### src/rtl/rr_mux_arbiter.sv
// rr_mux_arbiter: round-robin arbiter that locks one of N requesters per packet onto a registered output beat
module rr_mux_arbiter #(
   parameter int WIDTH = 8,
   parameter int N = 4,
   localparam int SELW = $clog2(N)
) (
   input  logic               clk,
   input  logic               reset,
   input  logic [N-1:0]       ReqValid,
   input  logic [N*WIDTH-1:0] ReqData,
   input  logic [N-1:0]       ReqLast,
   output logic [N-1:0]       ReqReady,
   output logic               OutValid,
   output logic [WIDTH-1:0]   OutData,
   output logic               OutLast,
   input  logic               OutReady,
   output logic [N-1:0]       Grant,
   output logic [SELW-1:0]    GrantSel
);
   typedef enum logic {IDLE, LOCKED} state_t;
   state_t state;
   logic [SELW-1:0] ptr, winner, idx, ptr_next;
   logic locked, room, accept;
   // descending scan so the candidate closest to ptr is written last and wins
   always_comb begin
      winner = ptr;
      idx = '0;
      for (int k = N - 1; k >= 0; k--) begin
         idx = SELW'((int'(ptr) + k) % N);
         if (ReqValid[idx]) winner = idx;
      end
   end
   assign locked   = state == LOCKED;
   assign room     = ~OutValid | OutReady;
   assign ReqReady = locked ? N'(room) << GrantSel : '0;
   assign Grant    = locked ? N'(1) << GrantSel : '0;
   assign accept   = locked & ReqValid[GrantSel] & room;
   assign ptr_next = GrantSel == SELW'(N - 1) ? '0 : GrantSel + SELW'(1);
   always_ff @(posedge clk) begin
      if (!reset) begin
         state    <= IDLE;
         ptr      <= '0;
         GrantSel <= '0;
         OutValid <= 1'b0;
         OutData  <= '0;
         OutLast  <= 1'b0;
      end else begin
         if (!locked && |ReqValid) begin
            GrantSel <= winner;
            state    <= LOCKED;
         end
         if (accept && ReqLast[GrantSel]) begin
            ptr   <= ptr_next;
            state <= IDLE;
         end
         if (accept) begin
            OutData  <= ReqData[int'(GrantSel) * WIDTH +: WIDTH];
            OutLast  <= ReqLast[GrantSel];
            OutValid <= 1'b1;
         end else if (OutValid && OutReady) OutValid <= 1'b0;
      end
   end
endmodule

### config.mk
export PLATFORM = sky130hd
export DESIGN_NAME = rr_mux_arbiter
export DESIGN_NICKNAME = d
export VERILOG_FILES = /design/src/rtl/rr_mux_arbiter.sv
export SDC_FILE = /design/constraint.sdc
export NUM_CORES = 1
export LEC_CHECK = 0
export BUFFER_PORTS_ARGS = -buffer_cell sky130_fd_sc_hd__buf_2
export CORE_ASPECT_RATIO = 0.75
export CORE_UTILIZATION = 45
export DETAILED_ROUTE_END_ITERATION = 10
export PLACE_DENSITY_LB_ADDON = 0.2
export SYNTH_ARGS = -nofsm -noshare
export SYNTH_HDL_FRONTEND = slang
export SYNTH_SLANG_ARGS = --single-unit
### constraint.sdc
create_clock -name clk -period 3 [get_ports clk]
set_input_delay 0.3 -clock clk [delete_from_list [all_inputs] [get_ports clk]]
set_output_delay 0.3 -clock clk [all_outputs]
set_load 0.05 [all_outputs]
======== After elaboration in Yosys (flattened, before gate mapping) ========
Cells that the tools add are included.
Widths: inputs -> output; s select.
operators by class
  $add $sub $neg .......................... 4
  $lt $le $gt $ge ......................... 5
  eq/ne operators ......................... 1
  shift-type cells ........................ 3
  multiplexer cells ....................... 21
  bitwise logic cells ..................... 5
  reductions and logical operators ........ 7
operators with widths
  operator             number
  $shiftx 32x6->8      1
  $lt 2x3->1 const B   5
  $bmux 1 s2           6
  $mux 2               5
  $mux 1               8
  $mux 4               2
  $add 2x1->2 const B  2
  $add 2x2->2 const B  2
  $reduce_or 4->1      1
  $shl 1x2->4          1
  $shl 1x2->4 const A  1
  $logic_and 1x1->1    3
  $and 1x1->1          2
  $eq 2x2->1 const B   1
  $not 1->1            2
  $reduce_bool 2->1    1
  $reduce_or 2->1      1
  $logic_not 1->1      1
  $or 1x1->1           1
storage, ports and cells
  register bits after elaboration ......... 15
  bits of input ports ..................... 43
  output and inout port bits .............. 20
  logic and storage cells ................. 52

======== Longest topological paths before layout ========
Gate-level depths: netlist of the first run.
  depth after elaboration ................. 7
  gate-level depth with buffers ........... 6
  mapped depth without buffers ............ 4

======== Worst setup path after synthesis of the first run ========
Ideal clock, no wire load.
  path kind ............................... register -> output
  from .................................... reg GrantSel[1]
  to ...................................... out ReqReady[3]
  data arrival time ....................... 1.927 ns
  required time ........................... 2.700 ns
  slack ................................... 0.773 ns
  stages on the path, launching flop included .. 4
  path buffers ............................ 1
  cells stage by stage .................... dfxtp_1 > clkbuf_1 > inv_1 > nor2_1
between the ends
  longest elaborated chain between the ends .. 2
RTL lines
  what                      RTL line  text
  start: declaration        18        output logic [SELW-1:0] GrantSel
  start signal: assignment  49        GrantSel <= winner;
  $shl 1x2->4               35        assign ReqReady = locked ? N'(room) << GrantSel : '0;
  $mux 4                    35
  end: declaration          12        output logic [N-1:0] ReqReady,
Every way passes these cells.

======== Final worst setup path of the first run ========
  from .................................... reg GrantSel[0]
  to ...................................... out Grant[2]
between the ends
  longest elaborated chain between the ends .. 2
RTL lines
  what              RTL line  text
  $shl 1x2->4       36        assign Grant = locked ? N'(1) << GrantSel : '0;
  $mux 4            36
  end: declaration  17        output logic [N-1:0] Grant,
Every way passes these cells.

==> results of run 1 <==
## critical path, stage by stage, from the launching register on
cell     delay (ns)
dfxtp_1        0.53
buf_4          0.29
inv_1          0.09
ha_1           0.19
and2_1         0.15
buf_2          0.20
## state kept, by name, indices dropped and copies added (netlist names)
name      cells
locked        1
OutValid      1
ptr           2
OutData       8
GrantSel      2
OutLast       1
## through the flow
stage,std cells,setup WS (ns)
detailed placement,191,1.20
floorplan,111,0.773
CTS,195,0.961
global placement,191,1.27
global route,195,0.853
finish,195,0.976
## layout by cell type, fill, tap and decap left out
master / instances
buf_2: 62
nand2_1: 21
dfxtp_1: 15
a21oi_1: 12
mux4_2: 10
nor2_1: 8
nand3_1: 6
inv_1: 5
and2_1: 4
o21ai_0: 4
ha_1: 4
clkbuf_4: 3
nor2b_1: 2
buf_4: 2
nand2b_1: 1
and3_1: 1
and4_4: 1
nor4_1: 1
nor3_1: 1
a211o_1: 1
a31oi_1: 1
a211oi_2: 1
o31ai_2: 1
o221ai_1: 1
o22ai_1: 1
o21ai_1: 1
clkbuf_1: 1
## area by class of cell
type	count	area share, %
multi-input combinational	83	47.2
tap	24	2.26
sequential	15	22.6
inverter	5	1.41
clock buffer	4	1.98
timing repair buffer	64	24.5
## power by group
part	total (mW)	switching, mW	internal [mW]
clock	0.119	0.0678	0.0515
combinational	0.229	0.142	0.0867
sequential	0.232	0.0158	0.216
## cell families after synthesis
| kind of cell | Yosys count | share of synthesized area [%] |
|---|---|---|
| AND/OR/NAND/NOR | 46 | 21.3 |
| AO/OA/AOI/OAI | 23 | 14.1 |
| flip-flops | 15 | 30.2 |
| buffers and inverters | 13 | 6.67 |
| multiplexers | 10 | 22.7 |
| adder cells (fa/ha/maj) | 4 | 5.04 |
## metal layers
layer	vias to the layer above	track usage [%]
li1	515	-
met1	465	31.5
met2	58	35.5
met3	4	3.96
met4	0	5.85
met5	-	0
## worst max-delay path by stage
stage,end,slack (ns)
2_1_floorplan,ReqReady[3],0.77
3_3_place_gp,OutData[7]$_SDFFE_PN0P_,1.27
3_5_place_dp,OutData[2]$_SDFFE_PN0P_,1.20
4_1_cts,Grant[2],0.96
5_1_grt,Grant[0],0.85
6_report,Grant[2],0.98
==> impl_metrics.yaml, run 1 <==
synth:
  synth_common_cells: "nand2_1, dfxtp_1, a21oi_1, mux4_2, nor2_1"
  ys_types: 26
  synth_edf_count: 0
  syn_area_per_cell_um2: 8.95
  synth_area_leaders: "dfxtp_1, mux4_2, nand2_1"
  yosysWarnings: 0
  yosys.area.top_type: "dfxtp_1"
  syn_nets: 158
  synth_top_area_share_pct: 30.2
  syn-cell-area_um2: 993
  synth-main-ff-cell: "dfxtp_1"
  ys_ff_latch: 15
  syn_inst: 111
  synthMostInstantiatedCell: "nand2_1"
  ys_async_sr_fraction_pct: 0
  yosysSeqAreaShare_pct: 30.2
timing:
  fin_hold_ws_ns: 0.309
  worst_slew_pin_slew_ns: 0.494
  tns_ns: 0
  skew_ns: 0.00789
  fmax_ghz: 0.494
  period_share_pct: 67.5
  layout_min_cycle_time_ns: 2.02
  finalSetupViolCount: 0
  maxSlewViolCount: 0
  rsz0062_at_grt: "false"
  relSlewSlack_pct: 66.8
  finalHoldViolations: 0
placed_design:
  io_buffers: 62
  place_hpwl_mm: 2.08
  place.gp.congestion: 0.883
  place_area_um2: 1300
setup_path:
  cp_max_fo: 14
  rrSetupSlack_ns: 1.17
  crit_start: "GrantSel[0]$_SDFFE_PN0P_"
  reg2reg_from: "GrantSel[1]$_SDFFE_PN0P_"
  rr_worst_depth: 5
  r2r-end: "OutData[2]$_SDFFE_PN0P_"
  startpoint_type: "flip-flop"
  worst-setup-path-type: "flip-flop to output pin"
  crit_arrival_ns: 1.72
  crit_path_end_kind: "output pin"
  crit_required_ns: 2.70
cts:
  clock_latency_ns: 0.28
  cts_made_buffers: 3
  root_buffer: "clkbuf_4"
  ctsHoldBuffers: 0
  clk_pin_slew_ns: 0.09
  cts_setup_buffers: 0
  cts_tree: "built"
  ctsResizeCount: 0
  htreeDepth: 1
  cts_buffer_depth: 2
  clock_sinks: 15
global_routing:
  grt_overflow: 0
  grt_pass1_wl_mm: 4.08
  antenna_found_initial: 0
  grt_max_degree: 15
  grt_usage_pct: 22.2
  grt_pass1_vias: 923
detailed_routing:
  ant_nets: 0
  dr_wl_met2_mm: 1.17
  route.top_layer_used: "met4"
  route.met3.wl_um: 202
  avgRoutedWirePerCell_um: 13.1
  drc: 0
  route.vias.total: 1042
  wl_met1_mm: 1.15
  wl_mm: 2.56
  drtIter0Drc: 48
  drt_first_pass_iters: 4
  avgViaCountPerCell: 5.34
layout:
  area_growth_syn_to_layout_pct: 33.6
  multi_input_area_um2: 627
  num_antenna_cells: 0
  final_util_pct: 64.8
  register_area_um2: 300
  drive_gt1_share_pct: 46.8
  fillers: 180
  fin_nets: 219
  final_area_um2: 1330
hold_path:
  hp-class: "primary input to flip-flop"
  min_from: "reset"
  min_path_cells: 3
  hold_path_end: "ptr[0]$_SDFFE_PN0P_"
run:
  maxCapViolations: 0
power:
  vdd_drop_max_uv: 326
  total_power_mw: 0.580
  p_per_area_nw_per_um2: 437
  p_leak_nw: 0.626
floorplan:
  ioPinCount: 63
  die_w_um: 56.3
  core-area_um2: 2050
  die_area_um2: 2400
  initial_core_util_pct: 48.5
  chipHeight_um: 42.7
  row_count: 14
status:
  status: "completed"
Power figures use the tool's default switching activity.
==> run 2, diff against run 1 <==
--- a/config.mk
+++ b/config.mk
@@ -7,7 +7,7 @@
 export LEC_CHECK = 0
 export BUFFER_PORTS_ARGS = -buffer_cell sky130_fd_sc_hd__buf_2
 export CORE_ASPECT_RATIO = 0.75
-export CORE_UTILIZATION = 45
+export CORE_UTILIZATION = 38
 export DETAILED_ROUTE_END_ITERATION = 10
 export PLACE_DENSITY_LB_ADDON = 0.2
 export SYNTH_ARGS = -nofsm -noshare
==> constraint.sdc (replaced) <==
create_clock -name clk -period 1.7 [get_ports clk]
set_input_delay 0.17 -clock clk [delete_from_list [all_inputs] [get_ports clk]]
set_output_delay 0.17 -clock clk [all_outputs]
set_load 0.05 [all_outputs]
==> impl_metrics.yaml, run 2 (synthesized netlist as in run 1, its figures left out) <==
status:
  status: "completed"
detailed_routing:
  route.met3.wl_um: 173
  avgRoutedWirePerCell_um: 12.5
  route.top_layer_used: "met4"
  wl_met1_mm: 1.18
  drc: 0
  drtIter0Drc: 22
  ant_nets: 0
  avgViaCountPerCell: 5.10
  wl_mm: 2.60
  drt_first_pass_iters: 4
  dr_wl_met2_mm: 1.23
  route.vias.total: 1061
cts:
  ctsHoldBuffers: 0
  cts_tree: "built"
  cts_made_buffers: 3
  root_buffer: "clkbuf_4"
  clock_latency_ns: 0.28
  cts_buffer_depth: 2
  clk_pin_slew_ns: 0.09
  clock_sinks: 15
  htreeDepth: 1
hold_path:
  min_path_cells: 3
  hold_path_end: "ptr[0]$_SDFFE_PN0P_"
  hp-class: "primary input to flip-flop"
  min_from: "reset"
timing:
  period_share_pct: 95.6
  fmax_ghz: 0.616
  maxSlewViolCount: 0
  relSlewSlack_pct: 68.5
  finalSetupViolCount: 0
  fin_hold_ws_ns: 0.178
  worst_slew_pin_slew_ns: 0.468
  finalHoldViolations: 0
  layout_min_cycle_time_ns: 1.62
  tns_ns: 0
  skew_ns: 0.00407
  rsz0062_at_grt: "false"
global_routing:
  grt_usage_pct: 18.1
  antenna_found_initial: 0
  grt_max_degree: 20
  grt_pass1_vias: 899
  grt_pass1_wl_mm: 3.71
  grt_overflow: 0
placed_design:
  io_buffers: 62
  place.gp.congestion: 0.811
  place_hpwl_mm: 2.05
  placedCellCount: 201
floorplan:
  die_area_um2: 2820
  ioPinCount: 63
  initial_core_util_pct: 41.7
  row_count: 15
  die_w_um: 61.0
  core-area_um2: 2380
  chipHeight_um: 46.3
setup_path:
  crit_required_ns: 1.53
  rr_worst_depth: 5
  worst-setup-path-type: "flip-flop to output pin"
  cp_max_fo: 16
  r2r-end: "ptr[1]$_SDFFE_PN0P_"
  crit_arrival_ns: 1.45
  crit_path_end_kind: "output pin"
  startpoint_type: "flip-flop"
  rrSetupSlack_ns: 0.16
  reg2reg_from: "GrantSel[0]$_SDFFE_PN0P_"
power:
  p_leak_nw: 0.654
  p_per_area_nw_per_um2: 739
  vdd_drop_max_uv: 290
layout:
  fin_nets: 222
  drive_gt1_share_pct: 52.3
  layout_commonest_cell: "buf_2"
  largest_registers: "OutData: 8 flops, GrantSel: 2 flops, ptr: 2 flops"
  largest_register_ffs: 8
  area_growth_syn_to_layout_pct: 43.5
  final_cells: 208
  regMostFlops: "OutData"
  final_cell_mix: "buf_2, nand2_1, dfxtp_1, a21oi_1, mux4_2"
  num_antenna_cells: 0
run:
  maxCapViolations: 0
-- run 2: cell types whose count changed in the layout (fill, tap and decap cells not counted), sizes merged --
cell,change
buf,+1
clkinv,+1
clkbuf,+1
-- run 2: worst max-delay path by stage --
stage | to | cells after the start | from | slack, ns
floorplan | OutLast$_SDFFE_PN0P_ | 6 | GrantSel[0]$_SDFFE_PN0P_ | 0.03
global placement | OutLast$_SDFFE_PN0P_ | 4 | GrantSel[0]$_SDFFE_PN0P_ | 0.23
detailed placement | OutLast$_SDFFE_PN0P_ | 4 | GrantSel[0]$_SDFFE_PN0P_ | 0.22
CTS | Grant[2] | 4 | GrantSel[0]$_SDFFE_PN0P_ | 0.02
global route | Grant[1] | 5 | GrantSel[1]$_SDFFE_PN0P_ | 0.01
finish | Grant[1] | 5 | GrantSel[1]$_SDFFE_PN0P_ | 0.08
-- run 2: critical path, stage by stage, from the launching register on --
cell      delay, ns
dfxtp_4        0.38
buf_12         0.15
inv_1          0.10
ha_1           0.19
and2_1         0.15
clkbuf_4       0.20
-- run 2: layer usage --
metal  track usage (%)  vias to the layer above
li1                  -                      522
met1              24.0                      490
met2              29.8                       47
met3              2.25                        2
met4              8.18                        0
met5                 0                        -
-- run 2: layout make-up --
class                           instances  area, µm²
Fill cell                             218        958
Multi-Input combinational cell         83        637
Timing Repair Buffer                   67        390
Sequential cell                        15        309
Tap cell                               34       42.5
Clock buffer                            3       22.5
Inverter                                5       18.8
Clock inverter                          1       5.00
-- run 2: power breakdown --
group	total (mW)	internal [mW]	leakage, nW	switching (mW)
Clock	0.206	0.0873	0.0177	0.119
Combinational	0.438	0.178	0.512	0.260
Sequential	0.409	0.382	0.124	0.0273
-- run 2: per-stage QoR --
stage | util [%] | area [µm²] | power [mW] | setup WS (ns)
3_5_place_dp | 55.9 | 1330 | 0.828 | 0.225
3_3_place_gp | 55.9 | 1330 | 0.819 | 0.230
6_report | 59.8 | 1430 | 1.05 | 0.0754
4_1_cts | 56.9 | 1360 | 1.03 | 0.0212
2_1_floorplan | - | 1010 | 0.716 | 0.0335
5_1_grt | 59.8 | 1430 | 1.11 | 0.0112
-- run 2: what timing repair did --
action                                 CTS  global route
setup endpoints to repair                4             5
setup buffers                            0             4
pin swaps                                0             0
endpoints found under the hold margin    0             0
gates cloned                             0             0
gates resized for setup                  1             5
==> run 3, diff against run 2 <==
--- a/config.mk
+++ b/config.mk
@@ -9,7 +9,7 @@
 export CORE_ASPECT_RATIO = 0.75
 export CORE_UTILIZATION = 38
 export DETAILED_ROUTE_END_ITERATION = 10
-export PLACE_DENSITY_LB_ADDON = 0.2
+export PLACE_DENSITY = 0.85
 export SYNTH_ARGS = -nofsm -noshare
 export SYNTH_HDL_FRONTEND = slang
 export SYNTH_SLANG_ARGS = --single-unit
==> impl_metrics.yaml, run 3 (synthesized netlist as in run 1, its figures left out) <==
cts:
  cts_tree: "built"
  cts_buffer_depth: 2
  clock_sinks: 15
  cts_made_buffers: 3
  root_buffer: "clkbuf_4"
  htreeDepth: 1
  clk_pin_slew_ns: 0.09
  clock_latency_ns: 0.28
  ctsHoldBuffers: 0
global_routing:
  antenna_found_initial: 0
  grt_overflow: 0
  grt_pass1_vias: 961
  grt_pass1_wl_mm: 4.13
  grt_usage_pct: 20.6
  grt_max_degree: 20
power:
  vdd_drop_max_uv: 255
  pwr-share-clk_pct: 19.6
  p_sw_share_pct: 39.2
  pwr-share-comb_pct: 40.9
  power.switching_mw: 0.411
  p_int_mw: 0.637
  p_per_area_nw_per_um2: 758
  power_frac_seq_pct: 39.5
  p_leak_nw: 0.635
setup_path:
  path_delay_family: "buffers and inverters"
  crit_required_ns: 1.53
  startpoint_type: "flip-flop"
  worst-setup-path-type: "flip-flop to output pin"
  cp_max_fo: 16
  rrSetupSlack_ns: 0.17
  path_cells: "buf_12 > inv_1 > ha_1 > and2_1 > buf_4"
  rr_worst_depth: 4
  path_buf_inv: 3
  max_stage_delay_ns: 0.37
  r2r-end: "OutData[0]$_SDFFE_PN0P_"
  cp_slowest_cell: "dfxtp_4"
  reg2reg_from: "GrantSel[1]$_SDFFE_PN0P_"
  crit_path_end_kind: "output pin"
  crit_arrival_ns: 1.43
placed_design:
  place_hpwl_mm: 2.30
  placedCellCount: 201
  place_area_um2: 1330
  place.gp.congestion: 0.719
  io_buffers: 62
hold_path:
  hp-class: "primary input to flip-flop"
  min_path_cells: 3
  hold_path_end: "ptr[0]$_SDFFE_PN0P_"
  min_from: "reset"
status:
  status: "completed"
detailed_routing:
  wl_mm: 2.90
  avgViaCountPerCell: 5.42
  route.vias.total: 1117
  drc: 0
  ant_nets: 0
  drtIter0Drc: 43
  drt_first_pass_iters: 4
  avgRoutedWirePerCell_um: 14.1
layout:
  area_growth_syn_to_layout_pct: 39.2
  final_util_pct: 58.0
  largest_registers: "OutData: 8 flops, GrantSel: 2 flops, ptr: 2 flops"
  layout_commonest_cell: "buf_2"
  final_cell_mix: "buf_2, nand2_1, dfxtp_1"
  fillers: 211
  drive_gt1_share_pct: 50.6
  num_antenna_cells: 0
  fin_nets: 220
  largest_register_ffs: 8
  final_area_um2: 1380
  final_cells: 206
  regMostFlops: "OutData"
timing:
  fmax_ghz: 0.624
  maxSlewViolCount: 0
  tns_ns: 0
  finalHoldViolations: 0
  skew_ns: 0.00133
  period_share_pct: 94.2
  layout_min_cycle_time_ns: 1.60
  fin_hold_ws_ns: 0.185
  relSlewSlack_pct: 71.8
  rsz0062_at_grt: "false"
  finalSetupViolCount: 0
  worst_slew_pin_slew_ns: 0.419
run:
  maxCapViolations: 0
floorplan:
  row_count: 15
  die_w_um: 61.0
  die_area_um2: 2820
  core-area_um2: 2380
  initial_core_util_pct: 41.7
  chipHeight_um: 46.3
  ioPinCount: 63
[run 3: routing by layer]
metal / routed length [µm] / up-vias / GRT usage, %
li1: - / 520 / -
met1: 1120 / 540 / 22.9
met2: 1540 / 51 / 37.8
met3: 163 / 6 / 4.78
met4: 64 / 0 / 8.64
met5: 0 / - / 0
[run 3: how the worst max path moves through the flow]
stage                             start                 endpoint  slack (ns)  cells after the start
2_1_floorplan  GrantSel[0]$_SDFFE_PN0P_     OutLast$_SDFFE_PN0P_        0.03                      6
4_1_cts        GrantSel[0]$_SDFFE_PN0P_                 Grant[0]        0.03                      4
6_report       GrantSel[1]$_SDFFE_PN0P_                 Grant[0]         0.1                      5
5_1_grt        GrantSel[1]$_SDFFE_PN0P_                 Grant[0]        0.02                      5
3_3_place_gp   GrantSel[1]$_SDFFE_PN0P_  OutData[3]$_SDFFE_PN0P_        0.25                      4
3_5_place_dp   GrantSel[1]$_SDFFE_PN0P_  OutData[6]$_SDFFE_PN0P_        0.19                      4
[run 3: final cells by class]
class,instances,area (µm²),area share [%]
sequential,15,308,22.3
clock buffer,4,26.3,1.90
inverter,5,18.8,1.36
tap,34,42.5,3.08
timing repair buffer,65,350,25.3
multi-input combinational,83,637,46.1
[run 3: power by group through the flow]
stage / sequential, mW / clock, mW / combinational [mW]
2_1_floorplan: 0.493 / 0 / 0.223
3_3_place_gp: 0.416 / 0 / 0.403
3_5_place_dp: 0.419 / 0 / 0.417
4_1_cts: 0.418 / 0.211 / 0.409
5_1_grt: 0.420 / 0.232 / 0.458
6_report: 0.414 / 0.206 / 0.428
[run 3: what timing repair did]
item,CTS,global route
setup endpoints to repair,3,3
setup buffers,0,2
gates resized for setup,1,6
[run 3: worst register-to-register path: cells and delay by family, from the launching register on]
kind             cells  cell delay [ns]
flip-flops           1             0.37
AND/OR/NAND/NOR      2             0.39
AO/OA/AOI/OAI        1             0.16
multiplexers         1             0.53
[run 3: through the flow]
step / setup slack, ns / power, mW
finish: 0.0981 / 1.05
floorplan: 0.0335 / 0.716
global placement: 0.246 / 0.819
global route: 0.0163 / 1.11
CTS: 0.0263 / 1.04
detailed placement: 0.192 / 0.836
